`config.mk`:
```
export PLATFORM = sky130hd
export DESIGN_NAME = prog_loader_flat
export DESIGN_NICKNAME = d
export VERILOG_FILES = /design/src/rtl/prog_loader_pkg.sv /design/src/rtl/prog_loader_if.sv /design/src/rtl/prog_loader_sat_counter.sv /design/src/rtl/prog_loader.sv /design/src/flat_wrapper.sv
export SDC_FILE = /design/constraint.sdc
export NUM_CORES = 1
export LEC_CHECK = 0
export CAP_MARGIN = 20
export CELL_PAD_IN_SITES_DETAIL_PLACEMENT = 1
export CELL_PAD_IN_SITES_GLOBAL_PLACEMENT = 2
export CORE_ASPECT_RATIO = 1.1
export CORE_UTILIZATION = 25
export CTS_CLUSTER_SIZE = 24
export DETAILED_ROUTE_END_ITERATION = 16
export GPL_TIMING_DRIVEN = 0
export PLACE_DENSITY_LB_ADDON = 0.15
export SKIP_CTS_REPAIR_TIMING = 1
export SYNTH_ARGS = -nofsm -noshare
export SYNTH_HDL_FRONTEND = slang
export SYNTH_HIERARCHICAL = 1
export SYNTH_SLANG_ARGS = --single-unit
```
`constraint.sdc`:
```
create_clock -name clk -period 2.3 [get_ports clk]
set_input_delay 0.345 -clock clk [delete_from_list [all_inputs] [get_ports clk]]
set_output_delay 0.345 -clock clk [all_outputs]
set_load 0.02 [all_outputs]
```
`src/rtl/prog_loader_pkg.sv`:
```
`default_nettype none
// ============================================================================
//  Module      : definitions (package)
//  Description : Shared types and constants for the program loader.
//  Revision    : 1.0 - initial release
// ============================================================================
package definitions;

    // Loader phases: fill memory, let the core run, freeze for readout.
    typedef enum logic [1:0] {
        IDLE = 2'd0,
        LOAD = 2'd1,
        RUN  = 2'd2,
        DONE = 2'd3
    } ld_state_t;

    // Width of the run-cycle counter.
    localparam int kRunCntW = 16;

endpackage : definitions
`default_nettype wire

```
`src/rtl/prog_loader_if.sv`:
```
`default_nettype none
// ============================================================================
//  Module      : prog_loader_if
//  Description : Host stream, instruction-memory write port and core control
//                signals of the program loader, bundled as one interface.
//  Revision    : 1.0 - initial release
// ============================================================================
interface prog_loader_if #(
    parameter int AW = 8,
    parameter int IW = 9
);
    import definitions::*;

    logic                start;
    logic                s_valid;
    logic [IW-1:0]       s_data;
    logic                s_last;
    logic                s_ready;
    logic                im_we;
    logic [AW-1:0]       im_addr;
    logic [IW-1:0]       im_din;
    logic                core_reset;
    logic                core_done;
    logic                loaded;
    logic                err;
    logic [kRunCntW-1:0] run_cycles;

    // Host / system side.
    modport master (
        output start, s_valid, s_data, s_last, core_done,
        input  s_ready, im_we, im_addr, im_din, core_reset, loaded, err, run_cycles
    );

    // Loader side.
    modport slave (
        input  start, s_valid, s_data, s_last, core_done,
        output s_ready, im_we, im_addr, im_din, core_reset, loaded, err, run_cycles
    );

endinterface : prog_loader_if
`default_nettype wire

```
`src/rtl/prog_loader_sat_counter.sv`:
```
`default_nettype none
// ============================================================================
//  Module      : sat_counter
//  Description : Up-counter with synchronous clear and enable that sticks at
//                its all-ones value instead of wrapping.
//  Revision    : 1.0 - initial release
// ============================================================================
module sat_counter
    import definitions::*;
#(
    parameter int W = kRunCntW
) (
    input  wire logic         clk,
    input  wire logic         reset,
    input  wire logic         clear,
    input  wire logic         enable,
    output logic [W-1:0]      count
);

    // Count enabled cycles; clear wins over enable; hold at the ceiling.
    always_ff @(posedge clk or posedge reset) begin
        if (reset) begin
            count <= '0;
        end else if (clear) begin
            count <= '0;
        end else if (enable && (count != {W{1'b1}})) begin
            count <= count + 1'b1;
        end
    end

endmodule : sat_counter
`default_nettype wire

```
`src/rtl/prog_loader.sv`:
```
`default_nettype none
// ============================================================================
//  Module      : prog_loader
//  Description : Fills instruction memory from a host word stream while the
//                core is held in reset, releases the core to run, and freezes
//                it again when the core signals done.
//                Build option LOADER_CHECKSUM_EN: the s_last word is an XOR
//                checksum of the program rather than an instruction.
//  Revision    : 1.0 - initial release
// ============================================================================
module prog_loader
    import definitions::*;
#(
    parameter int AW    = 8,
    parameter int IW    = 9,
    parameter int DEPTH = 256
) (
    input  wire logic     clk,
    input  wire logic     reset,
    prog_loader_if.slave  bus
);

    localparam logic [AW-1:0] LAST_ADDR = AW'(DEPTH - 1);

    ld_state_t     state_q;
    ld_state_t     state_d;
    logic [AW-1:0] wptr;
    logic          ready_q;
    logic          we_q;
    logic [AW-1:0] addr_q;
    logic [IW-1:0] din_q;
    logic          core_reset_q;
    logic          loaded_q;
    logic          err_q;

    logic          handshake;
    logic          write_word;
    logic          last_written;
    logic          sum_ok;
    logic          clear;
    logic          go_run;
    logic          set_err;

    assign handshake = bus.s_valid & ready_q;

`ifdef LOADER_CHECKSUM_EN
    logic [IW-1:0] csum;

    // The last word carries the checksum and never reaches memory.
    assign last_written = 1'b0;
    assign sum_ok       = (csum == bus.s_data);

    // Running XOR of every word committed to memory in this load.
    always_ff @(posedge clk or posedge reset) begin
        if (reset) begin
            csum <= '0;
        end else if (clear) begin
            csum <= '0;
        end else if (write_word) begin
            csum <= csum ^ bus.s_data;
        end
    end
`else
    assign last_written = 1'b1;
    assign sum_ok       = 1'b1;
`endif

    assign write_word = handshake & (~bus.s_last | last_written);

    // Next-state decode and the one-cycle control strobes.
    always_comb begin
        state_d = state_q;
        clear   = 1'b0;
        go_run  = 1'b0;
        set_err = 1'b0;
        case (state_q)
            IDLE, DONE: begin
                if (bus.start) begin
                    state_d = LOAD;
                    clear   = 1'b1;
                end
            end
            LOAD: begin
                if (handshake) begin
                    if (bus.s_last) begin
                        if (sum_ok) begin
                            state_d = RUN;
                            go_run  = 1'b1;
                        end else begin
                            state_d = DONE;
                            set_err = 1'b1;
                        end
                    end else if (wptr == LAST_ADDR) begin
                        // Memory full without an end marker: truncated program.
                        state_d = DONE;
                        set_err = 1'b1;
                    end
                end
            end
            RUN: begin
                if (bus.core_done) begin
                    state_d = DONE;
                end
            end
            default: state_d = IDLE;
        endcase
    end

    // State, write pointer and registered outputs.
    always_ff @(posedge clk or posedge reset) begin
        if (reset) begin
            state_q      <= IDLE;
            wptr         <= '0;
            ready_q      <= 1'b0;
            we_q         <= 1'b0;
            addr_q       <= '0;
            din_q        <= '0;
            core_reset_q <= 1'b1;
            loaded_q     <= 1'b0;
            err_q        <= 1'b0;
        end else begin
            state_q <= state_d;
            ready_q <= (state_d == LOAD);
            we_q    <= write_word;
            if (write_word) begin
                addr_q <= wptr;
                din_q  <= bus.s_data;
            end
            if (clear) begin
                wptr <= '0;
            end else if (write_word) begin
                wptr <= wptr + 1'b1;
            end
            // Released only once RUN has lasted a full cycle, so the last
            // memory write lands before the first fetch; re-asserted as soon
            // as done is seen.
            core_reset_q <= !((state_q == RUN) && (state_d == RUN));
            if (clear) begin
                loaded_q <= 1'b0;
            end else if (go_run) begin
                loaded_q <= 1'b1;
            end
            if (clear) begin
                err_q <= 1'b0;
            end else if (set_err) begin
                err_q <= 1'b1;
            end
        end
    end

    sat_counter #(
        .W (kRunCntW)
    ) u_run_cnt (
        .clk    (clk),
        .reset  (reset),
        .clear  (clear),
        .enable (state_q == RUN),
        .count  (bus.run_cycles)
    );

    assign bus.s_ready    = ready_q;
    assign bus.im_we      = we_q;
    assign bus.im_addr    = addr_q;
    assign bus.im_din     = din_q;
    assign bus.core_reset = core_reset_q;
    assign bus.loaded     = loaded_q;
    assign bus.err        = err_q;

endmodule : prog_loader
`default_nettype wire
```
`src/flat_wrapper.sv`:
```
// flat-port wrapper written by rule: the top's interface ports become plain ports
module prog_loader_flat import definitions::*;
#(
    parameter int AW    = 8,
    parameter int IW    = 9,
    parameter int DEPTH = 256
)
  (clk, reset, bus_start, bus_s_valid, bus_s_data, bus_s_last, bus_core_done, bus_s_ready, bus_im_we, bus_im_addr, bus_im_din, bus_core_reset, bus_loaded, bus_err, bus_run_cycles);
  prog_loader_if #(.AW(AW), .IW(IW)) bus_i ();
  input  wire logic clk;
  input  wire logic reset;
  input wire logic [$bits(bus_i.start)-1:0] bus_start;
  input wire logic [$bits(bus_i.s_valid)-1:0] bus_s_valid;
  input wire logic [$bits(bus_i.s_data)-1:0] bus_s_data;
  input wire logic [$bits(bus_i.s_last)-1:0] bus_s_last;
  input wire logic [$bits(bus_i.core_done)-1:0] bus_core_done;
  output wire logic [$bits(bus_i.s_ready)-1:0] bus_s_ready;
  output wire logic [$bits(bus_i.im_we)-1:0] bus_im_we;
  output wire logic [$bits(bus_i.im_addr)-1:0] bus_im_addr;
  output wire logic [$bits(bus_i.im_din)-1:0] bus_im_din;
  output wire logic [$bits(bus_i.core_reset)-1:0] bus_core_reset;
  output wire logic [$bits(bus_i.loaded)-1:0] bus_loaded;
  output wire logic [$bits(bus_i.err)-1:0] bus_err;
  output wire logic [$bits(bus_i.run_cycles)-1:0] bus_run_cycles;
  assign bus_i.start = bus_start;
  assign bus_i.s_valid = bus_s_valid;
  assign bus_i.s_data = bus_s_data;
  assign bus_i.s_last = bus_s_last;
  assign bus_i.core_done = bus_core_done;
  assign bus_s_ready = bus_i.s_ready;
  assign bus_im_we = bus_i.im_we;
  assign bus_im_addr = bus_i.im_addr;
  assign bus_im_din = bus_i.im_din;
  assign bus_core_reset = bus_i.core_reset;
  assign bus_loaded = bus_i.loaded;
  assign bus_err = bus_i.err;
  assign bus_run_cycles = bus_i.run_cycles;
  prog_loader #(.AW(AW), .IW(IW), .DEPTH(DEPTH)) u_core (.clk(clk), .reset(reset), .bus(bus_i));
endmodule
```
### Word-level counts from Yosys, hierarchy flattened

Cells that the tools add are included.

* bits in writable memories: 0
* ROM bits: 0
* register bits after elaboration: 48
* memories kept: 0
* latch bits: 0
* output and inout bits: 38

* eq/ne operators: 7
* reduce and logical (&&, ||, !) cells: 9
* divide/modulo/power cells: 0
* bitwise logic cells: 1
* $lt $le $gt $ge: 0
* shift-type cells: 0
* multiplexer cells: 23
* multiply operators: 0
* add/subtract/negate cells: 2

Operators with widths (number)
* $mux 16: 2
* $add 16x1->16 const B: 1
* $mux 8: 2
* $ne 16x16->1 const B: 1
* $mux 1: 13
* $mux 2: 5
* $add 8x1->8 const B: 1
* $eq 8x8->1 const B: 1
* $reduce_bool 2->1: 4
* $eq 2x2->1 const B: 3
* $pmux 2 s3: 1
* $eq 2x1->1 const B: 2
* $logic_and 1x1->1: 2
* $logic_not 2->1: 1
* $reduce_or 2->1: 1
* $and 1x1->1: 1
* $logic_not 1->1: 1

### Logic depth before layout (Yosys ltp)

Gate-level depths: netlist of run 1.

* depth after elaboration: 8
* depth in mapped cells: 7
* mapped depth without buffers: 6

### Cells and area by module

The synthesis of run 1 kept the hierarchy.

Modules (own cells, without submodules)
* prog_loader: area each 1350.0 µm², sequential area each 802.0 µm², cells an instance 144, times used 1
* sat_counter: area each 932.1 µm², sequential area each 400.4 µm², cells an instance 101, times used 1

### Least setup slack after synthesis of run 1

OpenSTA, ideal clock, no wires.

* kind: register to register
* start: register u_core.state_q[0]
* end: register u_core.u_run_cnt.count[13]
* slack: 0.249 ns
* buffers on the path: 1
* required time: 2.222 ns
* arrival time: 1.974 ns
* library setup time: 0.078 ns
* cell stages (with the launch flop): 8
* period minus slack after synthesis: 2.051 ns
* cells stage by stage: dfrtp_1 > inv_1 > ha_1 > clkbuf_2 > nand3_1 > or4_4 > or4_1 > a21oi_1

* word-level cells in the longest chain between the ends: 4

Ends and longest elaborated chain
* start: declaration: line prog_loader.sv:25 `ld_state_t state_q;`
* start signal: assignment: line prog_loader.sv:122 `state_q <= state_d;`
* $eq 2x2->1 / $logic_not 2->1 (equally long branches): line prog_loader.sv:76 `case (state_q)`
* $reduce_or 2->1: line prog_loader.sv:76
* $mux 1: line prog_loader.sv:76
* $mux 16 / $reduce_bool 2->1 (equally long branches)
* end signal: assignment: line prog_loader_sat_counter.sv:27 `count <= count + 1'b1;`
* end: declaration: line prog_loader_sat_counter.sv:17 `output logic [W-1:0] count`

Several ways; a longest one is shown, not always the timed one.
A chain may end at the register's enable or synchronous reset.

### Worst setup path after layout of run 1

Ends and elaborated chain as after synthesis.

==> metrics.md, run 1 <==
| Metric | Value |
|---|---|
| Worst skew pair latency | 0.30 ns |
| Fin cells | 419 |
| Rel. slew slack | 54.40% |
| CP top delay family | simple AND/OR/NAND/NOR gates |
| Critical R2R Capture | u_core/u_run_cnt/count[13] |
| Synth cell types | 41 |
| Crit start category | flip-flop |
| Hpwl dp | 4.291 mm |
| Final setup violating endpoints | 0 |
| Final hold slack | 0.4037 ns |
| Number of remaining DRC errors | 0 |
| Worst Skew | 0.01443 ns |
| Starting Density | 25.72% |
| Total Wirelength | 5.950 mm |
| Vias in the first global route | 2041 |
| Worst Reg-to-Reg Cells | 7 |
| Fmax | 456.9 MHz |
| Setup crit end kind | flip-flop |
| Met1 WL | 2.830 mm |
| I/O pin count | 53 |
| Crit-path max cell delay | 0.49 ns |
| Status | completed |
| Peak VDD IR | 381.7 µV |
| Count of standard-cell rows | 36 |
| Wire length on met3 | 191 µm |
| Dpl cells | 412 |
| Mapped Cells | 245 |
| Port Buf Inserts | 52 |
| Gr usage total | 13.34% |
| Fin util | 35.01% |
| Net Count, Synth | 264 |
| Fin. Hold Viols | 0 |
| Flops & latches, synth | 48 |
| Reg-to-reg startpoint | u_core/state_q[0] |
| R2R Setup Slk | 0.11 ns |
| Post-route ant nets | 0 |
| Placeable Area | 8874 µm² |
| Yosys Warn Count | 6 |
| Die span in x | 93.10 µm |
| First drt pass iteration count | 4 |
| Placed Area | 2973 µm² |
| CP cell instances | inv_1 > ha_2 > buf_4 > nand3_2 > or4_4 > or4_1 > a21oi_1 |
| First-pass GRT wire length | 9.894 mm |
| Critical path type | flip-flop to flip-flop |
| Worst-margin pin slew | 0.6832 ns |
| Die area | 9516 µm² |
| Arrival time worst endpoint | 2.42 ns |
| CTS Buf Count | 5 |
| Clk sink count | 48 |
| DR top layer | met4 |
| Initial drt markers | 75 |
| P_leak | 0.001344 µW |
| Grt ovf | 0 |
| Initial antenna violation count | 0 |
| TritonCTS clock tree | done |
| Diode count | 0 |
| Worst Setup SP | u_core/state_q[0] |
| Die Y | 102.2 µm |
| Synthesized area | 2282 µm² |
| Fin nets | 323 |
| RSZ-0062 raised after global routing | no |
| Worst-path clk slew | 0.09 ns |
| DR vias | 2005 |
| Area delta synth->final | 36.13% |
| Critical-path top delay cell | or4_4 |
| Final period util | 95.16% |
| Pwr Total | 2903 µW |
| Routed wl met2 | 2.877 mm |
| Max cap viols | 0 |
| Drt wl/cell | 14.20 µm |
| Worst Hold Class | input port to async pin |
| Post-synthesis sequential area ratio | 52.69% |
| Crit Path Max Fanout | 8 |
| Root buffer cell | clkbuf_8 |
| Pwr Density | 934.6 nW/µm² |
| Fraction of layout cells with a size suffix above 1 | 8.197% |
| CP Buf/Inv Count | 2 |
| GPL Wtd Cong | 0.7772 |
| Final instance area | 3107 µm² |
| Mapped Avg Cell Area | 9.315 µm² |
| Post-DR vias/cell | 4.785 |
| Max clock buf depth | 2 |
| Crit path required time | 2.53 ns |
| Fin crit period | 2.189 ns |
| Final Max Slew Viols | 0 |
| Largest net degree at the start of global routing | 23 |
| H-tree depth | 2 |
-- worst max path at each step --
stage | endpoint | slack, ns | depth (start not counted)
5_1_grt | u_core/u_run_cnt/count[13] | 0.006 | 7
3_3_place_gp | u_core/u_run_cnt/count[5] | -0.14 | 6
4_1_cts | u_core/u_run_cnt/count[15] | -0.12 | 7
3_5_place_dp | u_core/u_run_cnt/count[15] | -0.15 | 6
2_1_floorplan | u_core/u_run_cnt/count[13] | 0.25 | 7
6_report | u_core/u_run_cnt/count[13] | 0.11 | 7
-- state kept, by name (all words and copies together) (netlist names) --
signal / flops
u_core/bus.core_reset: 1
u_core/bus.im_we: 1
u_core/bus.im_addr: 8
u_core/state_q: 2
u_core/bus.im_din: 9
u_core/bus.s_ready: 1
u_core/wptr: 8
u_core/bus.err: 1
u_core/bus.loaded: 1
u_core/u_run_cnt/count: 16
-- routing by layer --
metal	track usage, %	vias to the layer above
met5	0	-
met4	3.550	0
met3	2.530	4
met2	22.34	36
met1	17.73	992
li1	-	973
-- synthesized netlist by cell type --
master	number	area [µm²]
a211oi_1	1	7.510
a21o_1	1	7.510
a21oi_1	15	75.07
a31oi_1	2	12.51
and2_1	1	6.260
and2_2	1	7.510
and3_1	3	18.77
and4_1	1	8.760
buf_2	1	5.000
buf_4	1	7.510
clkbuf_1	3	11.26
clkbuf_2	1	5.000
dfrtp_1	47	1176
dfstp_2	1	26.28
dlygate4sd1_1	1	8.760
ha_1	4	50.05
inv_1	10	37.54
inv_2	1	3.750
mux2_2	2	22.52
mux2i_1	1	10.01
nand2_1	60	225.2
nand2b_1	2	12.51
nand3_1	10	50.05
nand4_1	7	43.79
nand4_4	1	21.27
nor2_1	12	45.04
nor2b_1	3	18.77
nor3_1	6	30.03
nor4_1	3	18.77
o211ai_1	1	7.510
o21ai_0	8	40.04
o311a_1	1	10.01
o31ai_1	6	45.04
o41ai_1	2	17.52
or3_1	9	56.30
or3_2	2	15.01
or4_1	6	45.04
or4_2	1	8.760
or4_4	1	11.26
xnor2_1	2	17.52
xor2_1	4	35.03
-- area by class of cell --
cell class | instances | area (µm²)
Clock buffer | 6 | 82.58
Timing Repair Buffer | 53 | 548.0
Inverter | 11 | 41.29
Fill cell | 1023 | 5767
Multi-Input combinational cell | 179 | 1015
Buffer | 6 | 36.28
Clock inverter | 2 | 38.79
Sequential cell | 48 | 1202
Tap cell | 114 | 142.6
-- layout by cell type (no fill, tap or decap), types with 3 or more instances in the layout --
master	netlist	routed
nand2_1	60	60
clkdlybuf4s50_1	0	52
dfrtp_1	47	47
a21oi_1	15	15
nor2_1	12	12
inv_1	10	10
nand3_1	10	9
or3_1	9	9
o21ai_0	8	8
nand4_1	7	7
clkbuf_8	0	6
nor3_1	6	6
o31ai_1	6	6
or4_1	6	6
xor2_1	4	4
and3_1	3	3
ha_1	4	3
nor2b_1	3	3
-- where the power goes --
| group | internal, µW | switching (µW) | total (µW) | leakage [µW] |
|---|---|---|---|---|
| Clock | 356 | 299 | 655 | 0.0000614 |
| Combinational | 490 | 622 | 1110 | 0.000639 |
| Sequential | 1010 | 123 | 1140 | 0.000644 |
| Total | 1860 | 1040 | 2900 | 0.00134 |
-- logic make-up after synthesis --
| logic type | after synthesis | share of synthesized area [%] |
|---|---|---|
| mux | 3 | 1.425 |
| simple gates | 129 | 28.18 |
| fa+ha+maj | 4 | 2.193 |
| buf+inv | 18 | 3.454 |
| flops | 48 | 52.69 |
| xor+xnor | 6 | 2.303 |
| compound gates | 37 | 9.759 |
-- per-stage QoR --
stage | TNS [ns] | setup slack (ns)
after detailed placement | -1.325 | -0.1517
after CTS | -0.9967 | -0.1176
final | 0 | 0.1114
after floorplan | 0 | 0.2487
after global routing | 0 | 0.006082
after global placement | -1.309 | -0.1376
Note: power is estimated with default switching activity, not from simulation.
==> run 2, diff against run 1 <==
SLEW_MARGIN = 10   (was not set)
TNS_END_PERCENT = 50   (was not set)
clock period = 2.08 ns   (was 2.3 ns; I/O delays follow)
==> run 2 against run 1 <==
Sequential power rose by 11%. Sequential share of layout area fell by 0.20 points. Critical path type unchanged. Via count rose by 0.45%. Register-to-register slack got worse by 0.11 ns. Sequential cell count did not move. Worst setup slack got worse by 0.11 ns. Critical path depth did not move. Clock-buffer cell count did not move. Highest routed layer unchanged. Fmax rose by 5.4%. Total power rose by 13%.
==> metrics.md, run 2 (synthesized netlist as in run 1, its figures left out) <==
| Metric | Value |
|---|---|
| Fmax | 481.6 MHz (was 456.9 MHz) |
| Crit start category | flip-flop (unchanged) |
| Internal power | 2116 µW (was 1860 µW) |
| I/O pin count | 53 (unchanged) |
| TritonCTS clock tree | done (unchanged) |
| Reg-to-reg startpoint | u_core/state_q[0] (unchanged) |
| Peak VDD IR | 465.9 µV (was 381.7 µV) |
| Commonest non-fill, non-tap cell in the layout | nand2_1 (unchanged) |
| Net switching share of the total power | 35.77% (was 35.95%) |
| Final Max Slew Viols | 0 (unchanged) |
| Combinational share of power | 40.0% (was 38.3%) |
| Max cap viols | 0 (unchanged) |
| Initial drt markers | 30 (was 75) |
| Status | completed (unchanged) |
| Fin crit period | 2.076 ns (was 2.189 ns) |
| Initial antenna violation count | 0 (unchanged) |
| Total Wirelength | 6.047 mm (was 5.950 mm) |
| Crit Path Max Fanout | 6 (was 8) |
| Met1 WL | 2.912 mm (was 2.830 mm) |
| Drt wl/cell | 14.40 µm (was 14.20 µm) |
| Die Y | 102.2 µm (unchanged) |
| Diode count | 0 (unchanged) |
| Top reg by flops | u_core/u_run_cnt/count (unchanged) |
| Gr usage total | 13.69% (was 13.34%) |
| Hpwl dp | 4.192 mm (was 4.291 mm) |
| Final setup violating endpoints | 0 (unchanged) |
| Worst Reg-to-Reg Cells | 7 (unchanged) |
| Setup crit end kind | flip-flop (unchanged) |
| P_leak | 0.001347 µW (was 0.001344 µW) |
| Switching pwr | 1178 µW (was 1044 µW) |
| Port Buf Inserts | 52 (unchanged) |
| DR vias | 2014 (was 2005) |
| Commonest cells after routing, fill and taps aside | nand2_1, clkdlybuf4s50_1, dfrtp_1, a21oi_1, nor2_1 (unchanged) |
| GPL Wtd Cong | 0.7772 (unchanged) |
| Die area | 9516 µm² (unchanged) |
| Crit path required time | 2.30 ns (was 2.53 ns) |
| First-pass GRT wire length | 10.23 mm (was 9.894 mm) |
| Post-route ant nets | 0 (unchanged) |
| First drt pass iteration count | 4 (unchanged) |
| Count of standard-cell rows | 36 (unchanged) |
| Starting Density | 25.72% (unchanged) |
| Dpl cells | 411 (was 412) |
| Largest net degree at the start of global routing | 33 (was 23) |
| Clk pwr share | 21.7% (was 22.6%) |
| Grt ovf | 0 (unchanged) |
| Rel. slew slack | 53.35% (was 54.40%) |
| Placeable Area | 8874 µm² (unchanged) |
| Final hold slack | 0.4696 ns (was 0.4037 ns) |
| Root buffer cell | clkbuf_8 (unchanged) |
| Critical path type | flip-flop to flip-flop (unchanged) |
| Worst Hold Class | input port to async pin (unchanged) |
| Worst-margin pin slew | 0.6987 ns (was 0.6832 ns) |
| Place WS | -0.3636 ns (was -0.1517 ns) |
| Arrival time worst endpoint | 2.30 ns (was 2.42 ns) |
| Pwr Density | 1055 nW/µm² (was 934.6 nW/µm²) |
| Max clock buf depth | 2 (unchanged) |
| Post-DR vias/cell | 4.795 (was 4.785) |
| Number of flip-flops in the largest register | 16 (unchanged) |
| H-tree depth | 2 (unchanged) |
| Area delta synth->final | 36.84% (was 36.13%) |
| Die span in x | 93.10 µm (unchanged) |
| Routed wl met2 | 2.888 mm (was 2.877 mm) |
| R2R Setup Slk | 0.004 ns (was 0.11 ns) |
| Clk sink count | 48 (unchanged) |
| Worst skew pair latency | 0.30 ns (about the same) |
| Fraction of layout cells with a size suffix above 1 | 9.477% (was 8.197%) |
| Worst setup margin | 0.003653 ns (was 0.1114 ns) |
| DR top layer | met4 (unchanged) |
| Fin util | 35.19% (was 35.01%) |
| Register share of total power | 38.2% (was 39.1%) |
| CTS Buf Count | 5 (unchanged) |
| Wire length on met3 | 189 µm (was 191 µm) |
| Fin nets | 324 (was 323) |
| RSZ-0062 raised after global routing | yes (was no) |
| Fin cells | 420 (was 419) |
| Worst Skew | 0.01155 ns (was 0.01443 ns) |
| Vias in the first global route | 2080 (was 2041) |
| Final period util | 99.82% (was 95.16%) |
| Worst-path clk slew | 0.09 ns (about the same) |
| Critical R2R Capture | u_core/u_run_cnt/count[13] (unchanged) |
| Number of remaining DRC errors | 0 (unchanged) |
| Fin. Hold Viols | 0 (unchanged) |
==> run 2: cell count changes in the layout (fill, tap and decap cells not counted) <==
cell and change:
buf_4 +2, inv_1 -2, inv_2 +2, buf_16 -1, buf_8 +1, clkbuf_1 -1, ha_2 -1, ha_4 +1
nand3_2 -1, nand3_4 +1
==> run 2: how the worst max path moves through the flow <==
stage	start	end	slack (ns)
final	u_core/state_q[0]	u_core/u_run_cnt/count[13]	0.004
after floorplan	u_core/state_q[0]	u_core/u_run_cnt/count[13]	0.03
after CTS	u_core/state_q[0]	u_core/u_run_cnt/count[15]	-0.37
after detailed placement	u_core/state_q[0]	u_core/u_run_cnt/count[15]	-0.36
after global placement	u_core/state_q[0]	u_core/u_run_cnt/count[5]	-0.33
after global routing	u_core/state_q[0]	u_core/u_run_cnt/count[13]	-0.06
==> run 2: power by group through the flow <==
stage / clock network [µW] / logic (µW) / registers [µW]
5_1_grt: 785 / 1460 / 1290
3_5_place_dp: 0 / 1250 / 1280
3_3_place_gp: 0 / 1230 / 1270
2_1_floorplan: 0 / 569 / 1430
6_report: 716 / 1320 / 1260
4_1_cts: 753 / 1260 / 1260
==> run 2: metrics by stage <==
step,area [µm²],setup TNS (ns),total power (µW)
after global placement,2945,-3.561,2508
after floorplan,2282,0,1998
final,3123,0,3294
after detailed placement,2945,-3.630,2525
after global routing,3123,-0.1046,3536
after CTS,3067,-3.807,3270
==> run 2: critical path, cell delays in order, from the launching register on <==
cell	delay (ns)
dfrtp_1	0.40
inv_2	0.07
ha_4	0.16
buf_8	0.12
nand3_4	0.10
or4_4	0.60
or4_1	0.41
a21oi_1	0.14
==> run 2: area by class of cell <==
type                    instances  area [µm²]
fillers                      1014        5751
clock inverters                 2       38.79
well taps                     114       142.6
multi-input cells             179        1032
clock buffers                   6       82.58
flip-flops and latches         48        1202
inverters                      11       41.29
repair buffers                 55       543.0
plain buffers                   5       40.04
==> run 2: layer usage <==
metal	up-vias	GRT usage, %
met2	35	22.74
met4	0	3.195
li1	976	-
met3	4	2.604
met1	999	18.52
met5	-	0
==> run 3, diff against run 2 <==
CTS_CLUSTER_DIAMETER = 30   (was not set)
==> results of run 3 <==
The final DEF is identical to that of run 2; final timing and power are the same.
